## src/rtl/adder_host_regfile.sv

```systemverilog
`default_nettype none
// ============================================================================
// Module   : adder_host_regfile
// Purpose  : Host-facing control/status register file for the vector-adder
//            accelerator. Decodes single-word host read/write requests into
//            CTRL, CYCLES, LENGTH, A_ADDR, B_ADDR and C_ADDR, drives the
//            downstream sequencer and captures its finish / cycle count.
// Ports    : clock, reset                 - clock and synchronous active-high reset
//            host_req_*                   - host request (valid/opcode/addr/value)
//            host_req_deq                 - request accepted this cycle
//            host_resp_valid/_bits        - read response (1-cycle pulse / held data)
//            launch, length, a_addr,
//            b_addr, c_addr               - register contents to the sequencer
//            finish                       - completion pulse from the sequencer
//            event_counter_valid/_value   - cycle-count capture from the sequencer
// Revision : 1.0 - initial release
// ============================================================================
module adder_host_regfile #(
    parameter int HOST_ADDR_BITS = 8,
    parameter int HOST_DATA_BITS = 32
) (
    input  logic                      clock,
    input  logic                      reset,
    input  logic                      host_req_valid,
    input  logic                      host_req_opcode,
    input  logic [HOST_ADDR_BITS-1:0] host_req_addr,
    input  logic [HOST_DATA_BITS-1:0] host_req_value,
    output logic                      host_req_deq,
    output logic                      host_resp_valid,
    output logic [HOST_DATA_BITS-1:0] host_resp_bits,
    output logic                      launch,
    input  logic                      finish,
    input  logic                      event_counter_valid,
    input  logic [HOST_DATA_BITS-1:0] event_counter_value,
    output logic [HOST_DATA_BITS-1:0] length,
    output logic [HOST_DATA_BITS-1:0] a_addr,
    output logic [HOST_DATA_BITS-1:0] b_addr,
    output logic [HOST_DATA_BITS-1:0] c_addr
);

    localparam int c_IDX_BITS = HOST_ADDR_BITS - 2;

    localparam logic [c_IDX_BITS-1:0] c_IDX_CTRL   = c_IDX_BITS'(0);
    localparam logic [c_IDX_BITS-1:0] c_IDX_CYCLES = c_IDX_BITS'(1);
    localparam logic [c_IDX_BITS-1:0] c_IDX_LENGTH = c_IDX_BITS'(2);
    localparam logic [c_IDX_BITS-1:0] c_IDX_A_ADDR = c_IDX_BITS'(3);
    localparam logic [c_IDX_BITS-1:0] c_IDX_B_ADDR = c_IDX_BITS'(4);
    localparam logic [c_IDX_BITS-1:0] c_IDX_C_ADDR = c_IDX_BITS'(5);

    typedef enum logic [0:0] {
        ST_IDLE = 1'b0,
        ST_READ = 1'b1
    } state_t;

    state_t r_state;
    state_t w_state_next;

    logic                      r_launch;
    logic                      r_done;
    logic [HOST_DATA_BITS-1:0] r_cycles;
    logic [HOST_DATA_BITS-1:0] r_length;
    logic [HOST_DATA_BITS-1:0] r_a_addr;
    logic [HOST_DATA_BITS-1:0] r_b_addr;
    logic [HOST_DATA_BITS-1:0] r_c_addr;
    logic [HOST_DATA_BITS-1:0] r_resp_bits;

    logic                      w_deq;
    logic                      w_resp_valid;
    logic                      w_wr_en;
    logic                      w_rd_en;
    logic [c_IDX_BITS-1:0]     w_idx;
    logic [HOST_DATA_BITS-1:0] w_rd_data;

    // Byte-lane bits of the address carry no meaning: accesses are word-only.
    logic [1:0] w_unused_addr_bits;
    assign w_unused_addr_bits = host_req_addr[1:0];

    assign w_idx = host_req_addr[HOST_ADDR_BITS-1:2];

    // ------------------------------------------------------------------------
    // Request / response handshake FSM
    // ------------------------------------------------------------------------
    always_ff @(posedge clock) begin
        if (reset) begin
            r_state <= ST_IDLE;
        end else begin
            r_state <= w_state_next;
        end
    end

    always_comb begin
        w_state_next = r_state;
        w_deq        = 1'b0;
        w_resp_valid = 1'b0;
        case (r_state)
            ST_IDLE: begin
                w_deq = host_req_valid;
                if (host_req_valid && !host_req_opcode) begin
                    w_state_next = ST_READ;
                end
            end
            ST_READ: begin
                w_resp_valid = 1'b1;
                w_state_next = ST_IDLE;
            end
            default: begin
                w_state_next = ST_IDLE;
            end
        endcase
    end

    // Gating with reset drops a response whose READ cycle coincides with reset,
    // and keeps the handshake quiet for the whole reset period.
    assign host_req_deq    = w_deq & ~reset;
    assign host_resp_valid = w_resp_valid & ~reset;
    assign host_resp_bits  = r_resp_bits;

    // While busy, writes are still dequeued but have no effect.
    assign w_wr_en = w_deq & host_req_opcode & ~r_launch;
    assign w_rd_en = w_deq & ~host_req_opcode;

    // ------------------------------------------------------------------------
    // Read data mux (pre-edge register values)
    // ------------------------------------------------------------------------
    always_comb begin
        w_rd_data = '0;
        case (w_idx)
            c_IDX_CTRL:   w_rd_data = {{(HOST_DATA_BITS-2){1'b0}}, r_done, r_launch};
            c_IDX_CYCLES: w_rd_data = r_cycles;
            c_IDX_LENGTH: w_rd_data = r_length;
            c_IDX_A_ADDR: w_rd_data = r_a_addr;
            c_IDX_B_ADDR: w_rd_data = r_b_addr;
            c_IDX_C_ADDR: w_rd_data = r_c_addr;
            default:      w_rd_data = '0;
        endcase
    end

    // ------------------------------------------------------------------------
    // Register state
    // ------------------------------------------------------------------------
    always_ff @(posedge clock) begin
        if (reset) begin
            r_launch    <= 1'b0;
            r_done      <= 1'b0;
            r_cycles    <= '0;
            r_length    <= '0;
            r_a_addr    <= '0;
            r_b_addr    <= '0;
            r_c_addr    <= '0;
            r_resp_bits <= '0;
        end else begin
            if (w_wr_en) begin
                case (w_idx)
                    c_IDX_CTRL: begin
                        // A same-cycle finish overrides a launch request.
                        if (host_req_value[0] && !finish) begin
                            r_launch <= 1'b1;
                            r_done   <= 1'b0;
                            r_cycles <= '0;
                        end
                    end
                    c_IDX_LENGTH: r_length <= host_req_value;
                    c_IDX_A_ADDR: r_a_addr <= host_req_value;
                    c_IDX_B_ADDR: r_b_addr <= host_req_value;
                    c_IDX_C_ADDR: r_c_addr <= host_req_value;
                    default: begin
                        // CYCLES is read-only; unmapped words are ignored.
                    end
                endcase
            end

            if (event_counter_valid) begin
                r_cycles <= event_counter_value;
            end

            if (finish) begin
                r_launch <= 1'b0;
                r_done   <= 1'b1;
            end

            if (w_rd_en) begin
                r_resp_bits <= w_rd_data;
            end
        end
    end

    assign launch = r_launch;
    assign length = r_length;
    assign a_addr = r_a_addr;
    assign b_addr = r_b_addr;
    assign c_addr = r_c_addr;

endmodule
`default_nettype wire

```

## config.mk

```make
export PLATFORM = sky130hd
export DESIGN_NAME = adder_host_regfile
export DESIGN_NICKNAME = d
export VERILOG_FILES = /design/src/rtl/adder_host_regfile.sv
export SDC_FILE = /design/constraint.sdc
export NUM_CORES = 1
export LEC_CHECK = 0
export CORE_MARGIN = 1.5
export CORE_UTILIZATION = 47
export DETAILED_ROUTE_END_ITERATION = 6
export GPL_ROUTABILITY_DRIVEN = 0
export PLACE_DENSITY = 0.83
export SETUP_SLACK_MARGIN = 0.15
export SYNTH_ARGS = -nofsm -noshare
export SYNTH_HDL_FRONTEND = slang
export SYNTH_SLANG_ARGS = --single-unit
```

## constraint.sdc

```tcl
create_clock -name clock -period 2.5 [get_ports clock]
set_input_delay 0.25 -clock clock [delete_from_list [all_inputs] [get_ports clock]]
set_output_delay 0.25 -clock clock [all_outputs]
set_load 0.005 [all_outputs]
```

### Word-level counts from Yosys, hierarchy flattened

Index checks and enable logic that the tools add are counted.

* flip-flop bits (word level): 195
* input bits: 78
* output and inout port bits: 163
* logic and storage cells: 55

* eq/ne operators: 5
* multiplexer cells: 13
* bitwise gates (word level): 9
* reductions and logical operators: 19

Operators by type and width (count)
* $pmux W32 S6: 1
* $mux W32: 4
* $eq A6 B2 Y1 const B: 2
* $eq A6 B3 Y1 const B: 2
* $reduce_bool A2 Y1: 6
* $reduce_and A3 Y1: 3
* $reduce_and A2 Y1: 4
* $mux W1: 7
* $eq A6 B1 Y1 const B: 1
* $logic_not A6 Y1: 1
* $and A1 B1 Y1: 5
* $not A1 Y1: 4
* $logic_and A1 B1 Y1: 2
* $logic_not A1 Y1: 2
* $pmux W1 S2: 1
* $reduce_or A2 Y1: 1

### Depth between registers and ports, before layout

Gate-level depths: netlist of the first run.

* depth in word-level cells: 6
* mapped depth: 7

### Worst setup path after synthesis of the first run

OpenSTA, ideal clock, no wires.

* path type: register to register
* from: register r_launch, in the netlist launch
* to: register r_c_addr[10], in the netlist c_addr[10]
* library setup time: 132 ps
* arrival: 1707 ps
* required time: 2368 ps
* slack: 661 ps
* stages on the path, launching flop included: 7
* path buffers: 2
* period minus slack after synthesis: 1839 ps
* path through: dfxtp_1 -> or4bb_1 -> or3_1 -> clkbuf_1 -> buf_2 -> nand2_1 -> a21oi_1

* cells in the longest elaborated chain, start to end: 3

Ends and longest elaborated chain
* from (decl): RTL line 58 `logic r_launch;`
* from (signal assigned): RTL line 143 `r_launch <= 1'b0;`
* from (signal assigned): RTL line 157 `r_launch <= 1'b1;`
* from (signal assigned): RTL line 177 `r_launch <= 1'b0;`
* $not A1 Y1: RTL line 119 `assign w_wr_en = w_deq & host_req_opcode & ~r_launch;`
* $and A1 B1 Y1: RTL line 119
* $reduce_and A2 Y1 (no line)
* to (signal assigned): RTL line 165 `c_IDX_C_ADDR: r_c_addr <= host_req_value;`
* to (decl): RTL line 64 `logic [HOST_DATA_BITS-1:0] r_c_addr;`

Every way passes these cells.
A chain may end at the register's enable or synchronous reset.

### Final worst setup path of the first run

* from: register r_launch, in the netlist launch
* to: register r_cycles[13]

* cells in the longest elaborated chain, start to end: 4

Ends and longest elaborated chain
* $not A1 Y1: RTL line 119
* $and A1 B1 Y1: RTL line 119
* $reduce_bool A2 Y1 (no line)
* $reduce_and A3 Y1 (no line)
* to (signal assigned): RTL line 173 `r_cycles <= event_counter_value;`
* to (decl): RTL line 60 `logic [HOST_DATA_BITS-1:0] r_cycles;`

Every way passes these cells.

==> results of run 1 <==
-- registers in the layout, summed over array words and instances, names as in the netlist --
| name | count |
|---|---|
| a_addr | 32 |
| b_addr | 32 |
| c_addr | 32 |
| host_resp_bits | 32 |
| length | 32 |
| r_cycles | 32 |
| launch | 1 |
| r_done | 1 |
| r_state | 1 |
-- per-stage QoR --
step                hold WS (ns)  cells  setup WS (ns)
floorplan                  0.329    925          0.661
global placement           0.455   1346          0.191
detailed placement         0.460   1346          0.150
CTS                        0.184   1377          0.547
global route               0.191   1377          0.416
finish                     0.198   1377          0.529
-- layer usage --
layer | up-vias | routed length (um)
li1 | 3689 | -
met1 | 3810 | 10500
met2 | 458 | 13300
met3 | 63 | 2510
met4 | 2 | 682
met5 | - | 13
-- cell usage after synthesis (3+ instances only) --
master	instances	area, um2
a22oi_1	31	233
o21a_1	30	225
nor3b_1	3	22.5
nor2b_1	4	25.0
nor3_1	3	15.0
clkbuf_1	52	195
buf_2	25	125
nor2_1	4	15.0
a221oi_1	34	298
inv_1	5	18.8
a22o_1	62	543
a21oi_1	131	656
dfxtp_1	195	3900
nand4_1	3	18.8
nand2_1	289	1080
mux2i_1	31	310
-- logic make-up after synthesis --
group,Yosys count,synth area share [%]
and+or+nand+nor,321,16.7
AOI/OAI and AO/OA,293,25.3
DFF,195,49.5
buffers and inverters,84,4.40
muxes,32,4.08
-- power breakdown --
part / switching [mW] / internal (mW) / total, mW
Sequential: 0.0247 / 3.14 / 3.17
Combinational: 0.234 / 0.206 / 0.440
Clock: 1.24 / 1.51 / 2.75
Total: 1.50 / 4.86 / 6.36
-- path summary, 6_finish.rpt --
check,startpoint,to,slack [ns],cells after the start
worst max-delay path,launch,r_cycles[13],0.53,5
worst min register to register,a_addr[13],a_addr[13],0.47,2
worst max register to register,launch,r_cycles[13],0.53,5
worst min-delay path,reset,a_addr[28],0.20,2
-- cell type report --
class | count | share of cell area (%)
multi-input cells | 646 | 33.0
well taps | 220 | 2.45
clock inverters | 13 | 1.35
flip-flops and latches | 195 | 34.8
repair buffers | 280 | 24.3
inverters | 5 | 0.167
clock buffers | 18 | 3.91
-- critical path, cell delays in order, from the launching register on --
cell and delay (ns):
dfxtp_1 0.35, or4bb_1 0.57, nor2_1 0.28, a41oi_4 0.16, buf_4 0.27, a22o_1 0.22
==> flow_metrics.tcl, run 1 <==
set metrics [dict create \
    status "complete, no violations" \
    drt_pre_antenna_iters 5 \
    ys_seq_elements 195 \
    syn_inst 925 \
    seq_area_um2 3900 \
    synth_top_flop_cell "dfxtp_1" \
    n_antenna_cell 0 \
    vias 8022 \
    cts_resized 0 \
    root_buffer "clkbuf_16" \
    use_met3_pct 8.08 \
    skew_ns 0.00773 \
    drv_cap 0 \
    peakVddDrop_v 0.000460 \
    final_common_cell "nand2_1" \
    tns_ns 0 \
    post_cts_buffers 0 \
    power_leakage_nw 3.70 \
    die_h_um 133 \
    path_max_fanout 22 \
    grt_setup_unrepaired "no" \
    drive_gt1_share_pct 7.87 \
    final.min_clock_period_ns 1.97 \
    drtIter0Drc 652 \
    slew_viol_final 0 \
    viasPerCell 5.83 \
    design_area_um2 11200 \
    crit_arrival_ns 2.29 \
    syn_area_per_cell_um2 8.52 \
    finalHoldViolations 0 \
    period_share_pct 78.8 \
    rows 47 \
    min_path_type "in -> reg" \
    clock.fmax_ghz 0.507 \
    synth_edf_count 0 \
    grt_overflow 0 \
    cts_buffers 17 \
    clock_path_buffers 2 \
    drt-total-wl_um 27000 \
    fp.dieW_um 133 \
    final_nets 1223 \
    synth_area_um2 7880 \
    ctsHoldBuffers 0 \
    cp-end-kind "flip-flop" \
    final_cell_mix "nand2_1 (289), clkdlybuf4s50_1 (236), dfxtp_1 (195), a21oi_1 (131), a22o_1 (62)" \
    tightest_slew_ns 0.664 \
    clk_pin_slew_worst_paths_ns 0.07 \
    grt.total_usage_pct 30.5 \
    grt_max_degree 102 \
    portBuffers 238 \
    syn2layout_area_growth_pct 42.4 \
    synthArstFlopShare_pct 0 \
    fin_util_pct 68.2 \
    drc_errors 0 \
    dp_hpwl_um 18200 \
    power_density_nw_per_um2 567 \
    placed_area_um2 10600 \
    grt_pass1_wl_um 42000 \
    seq_area_frac_synth_pct 49.5 \
    design.core.area_um2 16500 \
    worstPathRequired_ns 2.81 \
    setup_violations 0 \
    cts_tree "built" \
    met2_usage_pct 52.0 \
    initial_core_util_pct 47.9 \
    wl_per_cell_um 19.6 \
    drtAntennaViolNets 0 \
    slew_headroom_pct 55.1 \
    start_kind "flip-flop" \
    antenna_found_initial 1 \
    fill_cells 1311 \
    finalPower_mw 6.36 \
    dieArea_um2 17600 \
    multi_input_area_um2 3710 \
    clk_latency_ns 0.43 \
    grtUsageMet1_pct 36.5 \
    htree_levels 4 \
    busiest_layer "met2" \
    yosysWarningCount 0 \
    crit_type "reg -> reg" \
    grt_pass1_vias 7842 \
    synth_cell_types 34 \
    io_pins 241 \
    synth.net_count 1003 \
    cts.sinks 195 \
]
(Power assumes the default switching activity.)
==> run 2, diff against run 1 <==
==> constraint.sdc (replaced) <==
create_clock -name clock -period 1.9 [get_ports clock]
set_input_delay 0.19 -clock clock [delete_from_list [all_inputs] [get_ports clock]]
set_output_delay 0.19 -clock clock [all_outputs]
set_load 0.005 [all_outputs]
==> run 2 against run 1 <==
Compared with the run above:
- the run now ends with negative setup slack left
- clock skew rose by 0.0016 ns
- maximum frequency fell by 0.66%
- critical path depth rose by 1
- combinational power rose by 55%
- setup slack got worse by 0.61 ns
- via count rose by 6.9%
- first-iteration DRC count rose by 35%
- critical endpoint is now r_cycles[26]
- largest power group unchanged
- highest routed layer is now met4
==> flow_metrics.tcl, run 2 (same netlist as run 1, synthesis figures left out) <==
set metrics [dict create \
    fill_cells 1123 \
    min_path_type "in -> reg" \
    worst-r2r-cell-count 6 \
    die_h_um 133 \
    drtAntennaViolNets 0 \
    vias 8577 \
    cp_common_cell "buf_4" \
    viasPerCell 6.04 \
    status "finished, violations left" \
    final_nets 1266 \
    cp.depth 6 \
    peakVddDrop_v 0.000673 \
    n_antenna_cell 0 \
    clk_latency_ns 0.43 \
    cp-end-kind "flip-flop" \
    path_max_fanout 7 \
    final.min_clock_period_ns 1.98 \
    clock_path_buffers 2 \
    drt_pre_antenna_iters 5 \
    grt.total_usage_pct 32.3 \
    hold_slack_ns 0.319 \
    cp_slowest_cell "or4bb_4" \
    drv_cap 0 \
    cts_tree "built" \
    clk_pin_slew_worst_paths_ns 0.07 \
    rr_endpoint "r_cycles[26]" \
    power_leakage_nw 4.25 \
    grt_pass1_vias 7976 \
    crit_chain "or4bb_4 > buf_4 > nor2_4 > a41oi_4 > buf_4 > a22o_1" \
    grt_overflow 0 \
    worstPathRequired_ns 2.23 \
    period_share_pct 104 \
    finalPower_mw 8.41 \
    dieArea_um2 17600 \
    path_buf_inv 2 \
    finalHoldViolations 0 \
    grt_max_degree 84 \
    final_common_cell "nand2_1" \
    grt_setup_unrepaired "yes" \
    tightest_slew_ns 1.02 \
    final_cell_mix "nand2_1 (234), clkdlybuf4s50_1 (232), dfxtp_1 (193), a21oi_1 (100), a22o_1 (62)" \
    design.core.area_um2 16500 \
    cts_buffers 17 \
    slew_headroom_pct 32.2 \
    htree_levels 4 \
    syn2layout_area_growth_pct 56.0 \
    skew_ns 0.00933 \
    violations "negative setup slack" \
    cp-startpoint "r_state" \
    setup_slack_ns -0.0841 \
    portBuffers 238 \
    drt-total-wl_um 31200 \
    drc_errors 0 \
    cts.sinks 195 \
    grt_pass1_wl_um 44000 \
    dp_hpwl_um 18900 \
    slew_viol_final 0 \
    reg2reg_from "r_state" \
    setup_violations 53 \
    crit_type "reg -> reg" \
    crit_arrival_ns 2.31 \
    r2r_slack_ns -0.08 \
    crit_end "r_cycles[26]" \
    max_stage_delay_ns 0.57 \
    start_kind "flip-flop" \
    io_pins 241 \
    wl_per_cell_um 22.0 \
    crit_family "simple AND/OR/NAND/NOR gates" \
    initial_core_util_pct 47.9 \
    rows 47 \
    power_density_nw_per_um2 684 \
    drive_gt1_share_pct 18.8 \
    drtIter0Drc 880 \
    root_buffer "clkbuf_16" \
    antenna_found_initial 1 \
    clock.fmax_ghz 0.504 \
    fp.dieW_um 133 \
]
==> run 2: cell count changes in the layout (fill, tap and decap cells not counted), sizes merged <==
cell	previous run	this run
inv	8	10
bufinv	2	1
clkinv	2	4
clkdlybuf4s50	236	232
dlymetal6s2s	0	4
dlygate4sd3	0	1
clkinvlp	6	4
clkbuf	18	25
buf	44	79
==> run 2: layer usage <==
metal | GRT usage [%] | vias to the layer above | share of wire, % | routed length [um]
met5 | 0 | - | 0 | 0
met4 | 14.7 | 0 | 4.5 | 1400
li1 | - | 3795 | - | -
met2 | 53.7 | 616 | 47 | 14800
met1 | 39.6 | 4049 | 38 | 11700
met3 | 7.97 | 117 | 10 | 3280
==> run 2: how the worst min path moves through the flow <==
| stage | to | slack, ns | cells past startpoint | from |
|---|---|---|---|---|
| final | launch | 0.32 | 2 | finish |
| after global routing | launch | 0.36 | 2 | finish |
| after CTS | launch | 0.31 | 2 | finish |
| after detailed placement | length[29] | 0.43 | 2 | reset |
| after global placement | length[29] | 0.43 | 2 | reset |
| after floorplan | launch | 0.26 | 1 | finish |
==> run 2: power by group <==
part           total, mW  internal, mW  switching, mW
Sequential          4.17          4.13         0.0358
Combinational      0.680         0.321          0.360
Clock               3.56          1.88           1.68
Total               8.41          6.34           2.07
==> run 2: layout make-up <==
cell class              instances  area, um2  share of cell area [%]
multi-input cells             646       4110                    33.4
clock buffers                  18        439                    3.57
inverters                       5       18.8                   0.153
flip-flops and latches        195       3910                    31.8
well taps                     220        275                    2.24
clock inverters                14        145                    1.18
repair buffers                323       3400                    27.6
==> run 2: per-stage QoR <==
stage / cells / area, um2 / TNS [ns] / setup slack (ns) / util [%]
2_1_floorplan: 925 / 7920 / 0 / 0.145 / -
4_1_cts: 1408 / 11600 / 0 / 0.0451 / 70.6
3_3_place_gp: 1367 / 10800 / -42.17 / -0.298 / 65.9
3_5_place_dp: 1367 / 10800 / -48.77 / -0.359 / 65.9
6_report: 1421 / 12300 / -1.91 / -0.0841 / 74.7
5_1_grt: 1421 / 12300 / -6.38 / -0.128 / 74.7
==> run 2: repair_timing <==
action	4_1_cts	5_1_grt
gates cloned	3	10
setup buffers	5	3
pin swaps	4	55
endpoints found under the hold margin	1	0
gates resized for setup	28	128
hold buffers	1	0
setup endpoints to repair	124	167
==> run 3, diff against run 2 <==
--- a/config.mk
+++ b/config.mk
@@ -11,6 +11,7 @@
 export GPL_ROUTABILITY_DRIVEN = 0
 export PLACE_DENSITY = 0.83
 export SETUP_SLACK_MARGIN = 0.15
+export SLEW_MARGIN = 10
 export SYNTH_ARGS = -nofsm -noshare
 export SYNTH_HDL_FRONTEND = slang
 export SYNTH_SLANG_ARGS = --single-unit
==> results of run 3 <==
Final layout, timing and power as in run 2 (identical DEF).
